`src/rtl/txepreambl.sv`:
```
// Transmit preamble inserter: prefixes each packet with seven 8'h55 bytes and
// the start-of-frame byte 8'h5d while an 8-deep delay line holds the packet.
// When insertion is disabled, input bytes are registered straight through.
module txepreambl (
  input  logic       i_clk,
  input  logic       i_reset,
  input  logic       i_ce,
  input  logic       i_en,
  input  logic       i_v,
  input  logic [7:0] i_d,
  output logic       o_v,
  output logic [7:0] o_d,
  output logic       o_busy
);

  // state    | meaning
  // IDLE     | no packet in flight; pass-through when r_en=0
  // PREAMBLE | emitting 8'h55 x7 then 8'h5d while the delay line fills
  // DATA     | emitting the delayed packet bytes from the delay-line tail
  // WAIT     | dropping a burst that started before the previous packet drained
  typedef enum logic [1:0] {IDLE, PREAMBLE, DATA, WAIT} state_t;

  localparam logic [7:0] PRE_BYTE = 8'h55;
  localparam logic [7:0] SFD_BYTE = 8'h5d;

  state_t     state, state_nxt;
  logic [2:0] cnt, cnt_nxt;
  logic       r_en, r_en_nxt;
  logic       closed, closed_nxt;
  logic       o_v_nxt;
  logic [7:0] o_d_nxt;

  logic [7:0]       dl_v;
  logic [7:0][7:0]  dl_d;
  logic             tail_v;
  logic [7:0]       tail_d;

  assign tail_v = dl_v[7];
  assign tail_d = dl_d[7];
  assign o_busy = (state != IDLE);

  // Next-state and next-output decode.
  always_comb begin
    state_nxt  = state;
    cnt_nxt    = cnt;
    r_en_nxt   = r_en;
    closed_nxt = closed;
    o_v_nxt    = o_v;
    o_d_nxt    = o_d;
    case (state)
      IDLE: begin
        // Mode only changes in a true idle gap so a packet is never split.
        if (!i_v && !o_v) r_en_nxt = i_en;
        if (!r_en) begin
          o_v_nxt = i_v;
          o_d_nxt = i_v ? i_d : 8'h00;
        end else if (i_v) begin
          state_nxt = PREAMBLE;
          cnt_nxt   = 3'd1;
          o_v_nxt   = 1'b1;
          o_d_nxt   = PRE_BYTE;
        end else begin
          o_v_nxt = 1'b0;
          o_d_nxt = 8'h00;
        end
      end
      PREAMBLE: begin
        // Valid for all 8 bytes even if the packet input already ended.
        o_v_nxt = 1'b1;
        cnt_nxt = cnt + 3'd1;
        if (cnt == 3'd7) begin
          o_d_nxt   = SFD_BYTE;
          state_nxt = DATA;
        end else begin
          o_d_nxt = PRE_BYTE;
        end
      end
      DATA: begin
        o_v_nxt = tail_v;
        o_d_nxt = tail_v ? tail_d : 8'h00;
        if (!tail_v) state_nxt = i_v ? WAIT : IDLE;
      end
      WAIT: begin
        o_v_nxt = 1'b0;
        o_d_nxt = 8'h00;
        if (!i_v) state_nxt = IDLE;
      end
      default: state_nxt = IDLE;
    endcase
    // Once the packet input drops, anything further is a new burst and is blocked.
    if (state_nxt == IDLE)
      closed_nxt = 1'b0;
    else if (state != IDLE && !i_v)
      closed_nxt = 1'b1;
  end

  // State, control and output registers.
  always_ff @(posedge i_clk) begin
    if (i_reset) begin
      state  <= IDLE;
      cnt    <= 3'd0;
      r_en   <= 1'b0;
      closed <= 1'b0;
      o_v    <= 1'b0;
      o_d    <= 8'h00;
      dl_v   <= 8'h00;
    end else if (i_ce) begin
      state  <= state_nxt;
      cnt    <= cnt_nxt;
      r_en   <= r_en_nxt;
      closed <= closed_nxt;
      o_v    <= o_v_nxt;
      o_d    <= o_d_nxt;
      dl_v   <= {dl_v[6:0], i_v && !closed};
    end
  end

  // Delay-line data; only the valid bits need reset.
  always_ff @(posedge i_clk) begin
    if (i_ce) dl_d <= {dl_d[6:0], i_d};
  end

endmodule

```
`config.mk`:
```
export PLATFORM = sky130hd
export DESIGN_NAME = txepreambl
export DESIGN_NICKNAME = d
export VERILOG_FILES = /design/src/rtl/txepreambl.sv
export SDC_FILE = /design/constraint.sdc
export NUM_CORES = 1
export LEC_CHECK = 0
export ABC_AREA = 1
export BUFFER_PORTS_ARGS = -buffer_cell sky130_fd_sc_hd__buf_2
export CORE_UTILIZATION = 55
export CTS_CLUSTER_SIZE = 10
export DETAILED_ROUTE_END_ITERATION = 7
export GPL_TIMING_DRIVEN = 0
export PLACE_DENSITY = 0.73
export SYNTH_ARGS = -nofsm -noshare
export SYNTH_HDL_FRONTEND = slang
export SYNTH_SLANG_ARGS = --single-unit
```
`constraint.sdc`:
```
create_clock -name i_clk -period 2.33 [get_ports i_clk]
set_clock_uncertainty 0.15 [all_clocks]
set_input_delay 0.466 -clock i_clk [delete_from_list [all_inputs] [get_ports i_clk]]
set_output_delay 0.466 -clock i_clk [all_outputs]
set_load 0.01 [all_outputs]
```
==> metrics.txt <==
outcome finished, final reports clean; Num CTS Buffers 9; Hold Vio Cnt, Final 0; vias in the first global route 1744; synth warn 0; synthesized flop and latch total 88; Clock transition at path regs about 0.080 ns; initial core utilization around 58%; most used cell, CP nor2_1; drt initial violations 140; antenna violations before repair 0; FF/Latch Area 0.00240 mm2; Hold Path Class in -> reg; worst-margin pin slew 0.468 ns; DR vias 1758; top cells by area, synth edfxtp_1 (63%), dfxtp_1 (16%), o21ai_0 (4.1%); CP max FO 46; Distinct cells, synth 22; Multi-input gate area approximately 550 um2; CTS resizes 0; Syn Area/Cell roughly 14 um2; I/O pins 23; WP data required 2.42 ns; cell area power density roughly 870 mW/mm2; top cell type by total area after synthesis edfxtp_1; switching pwr 0.000664 W; Adder-Cell Fraction of Synth Area less than 1%; largest family of logic cells by synthesized area simple AND/OR/NAND/NOR gates; Core ar. between 0.005 and 0.006 mm2; # DRC 0; GRT Total Usage between 10% and 20%; Avg WL per Cell approximately 15 um; layout cells sized above 1 approximately a fifth; period utilization 79.0%; clock share of power approximately 34%; Commonest cells post-synth edfxtp_1 (64), nor2_1 (28), o21ai_0 (25), dfxtp_1 (24), nand2_1 (24); Critical Path Sink Type flop; post-synthesis xor/xnor area fraction 0%; asr flop ratio synth 0%; RSZ-0062 raised after global routing no; dpl cells about 310; Worst EP arrival approximately 1.9 ns; Bufs and invs on worst path 4; root cell of the clock tree clkbuf_8; Layout Cells excl Fill about 330; Final HPWL DP around 3200 um; internal power about 0.0024 W; H-tree depth 3; largest net degree at the start of global routing 66; Mapped Nets between 200 and 250; gpl congestion roughly 0.84; Net count, final approximately 270; mux share of post-synthesis cell area 0%; residual overflow from global routing 0; cts hold-fix bufs 0; final core occ ~66%; Setup CP Type in -> reg; drt via density around 5.3; VDD IR max ~0.45 mV; antenna cells 0; DIE AREA around 0.0059 mm2; Clock Latency Late Sink approximately 0.35 ns; hold slack about 0.12 ns; Tot Pwr just over 0.003 W; CP top delay family buffers and inverters; Layout area overhead 13.7%; Critical-path top delay cell buf_2; TritonCTS clock tree yes; Slew HR between 60 and 70%; Post-CTS Setup Bufs 0; Max-Cap Viols 0; Port Buffer Count 22; first-pass GRT wire length just over 8000 um; nature of the critical path startpoint primary input; clock buffer depth 2; fraction of the mapped netlist area in compound gates between 7 and 8%; Die Wd between 70 and 80 um; sw frac approximately 22%; most frequent cell after synthesis edfxtp_1; number of enable flip-flop cells after synthesis 64; sequential fraction of the synthesis area 78.6%; row count 26; pre-CTS WS -0.390 ns; Max Transition Viols Final 0; CTS sink cnt a little under 90; Routed WL approximately 5100 um; largest stage delay on the critical path roughly 0.38 ns; die height ~77 um; share of the synthesized area in the top cell type about 63%; crit path cell chain buf_2, buf_12, clkbuf_8, clkbuf_2, o21ai_0, nor2_1, nor2_1; Finish-stage setup viols 0; combinational power share just under 6%; Final WS setup 0.490 ns; Syn Inst Count roughly 220; Fillers ~370; Cell Area, Synth slightly above 0.003 mm2; Antenna Nets Post-Route 0; Post-Synth Simple-Gate Area roughly a tenth; Top FF cell, synth edfxtp_1; sequential power share between 60% and 70%; fin crit period between 1.5 and 2 ns; number of iterations in the first detailed-routing pass 4; P_leak roughly 1.4 nW; fmax 543 MHz
==> kinds of logic after synthesis <==
kind of cell / count (synthesis)
simple gates: 66
fa+ha+maj: 2
compound gates: 46
flops: 88
buf+inv: 20
==> layer usage <==
layer  vias up  track usage (%)  routed length (um)
met4         0             8.65                  34
met1       851             23.6                2280
met5         -                0                   0
met2        59             30.7                2450
li1        844                -                   -
met3         4             6.83                 317
==> registers in the layout (all words and copies together) (netlist names), 2 cells and up <==
register and flops:
tail_d 8, dl_d 56, state 2, dl_v 8, cnt 3, o_d 8
==> worst register-to-register path, cell delays in order, from the launching register on <==
cell,delay (ns)
dfxtp_1,0.48
inv_2,0.13
nand2_1,0.13
nand2_1,0.14
a21oi_1,0.19
a21oi_1,0.10
==> cell usage in the layout (no fill, tap or decap), types with 2 or more instances in the layout <==
cell | synthesis | final
nor2_1 | 28 | 28
ha_1 | 2 | 2
dfxtp_1 | 24 | 24
nand2_1 | 24 | 24
edfxtp_1 | 64 | 64
buf_6 | 2 | 2
o21ai_0 | 25 | 25
buf_2 | 1 | 23
nand3_1 | 7 | 7
clkbuf_8 | 1 | 12
nand2_2 | 2 | 2
clkbuf_1 | 1 | 2
inv_1 | 12 | 12
a21oi_1 | 21 | 21
==> power groups by stage <==
stage,Clock [W],Sequential [W],Combinational (W)
detailed placement,0,0.00186,0.000175
floorplan,0,0.00185,0.0000958
CTS,0.00105,0.00183,0.000176
global route,0.00110,0.00183,0.000202
finish,0.00102,0.00182,0.000179
global placement,0,0.00185,0.000169
==> cell type report <==
class,count,share of cell area (%)
Timing Repair Buffer,23,3.74
Tap cell,70,2.52
Multi-Input combinational cell,114,15.9
Buffer,7,1.55
Sequential cell,88,69.1
Inverter,13,1.40
Clock inverter,3,0.576
Clock buffer,13,5.18
==> path summary, 6_finish.rpt <==
kind                            slack [ns]             endpoint  cells past startpoint                  start
worst min register to register        0.27   dl_d[13]$_DFFE_PP_                      0      dl_d[5]$_DFFE_PP_
worst max-delay path                  0.49  o_d[3]$_SDFFE_PP0P_                      7                   i_ce
worst max register to register        0.89  o_d[4]$_SDFFE_PP0P_                      5  state[1]$_SDFFE_PP0P_
worst min-delay path                  0.12     o_v$_SDFFE_PP0P_                      2                i_reset
==> through the flow <==
stage	cell area, um2	setup TNS, ns
after detailed placement	3260	-7.31
after global routing	3480	0
after floorplan	3060	0
final	3480	0
after global placement	3260	-5.30
after CTS	3460	0
Power figures use the tool's default switching activity.
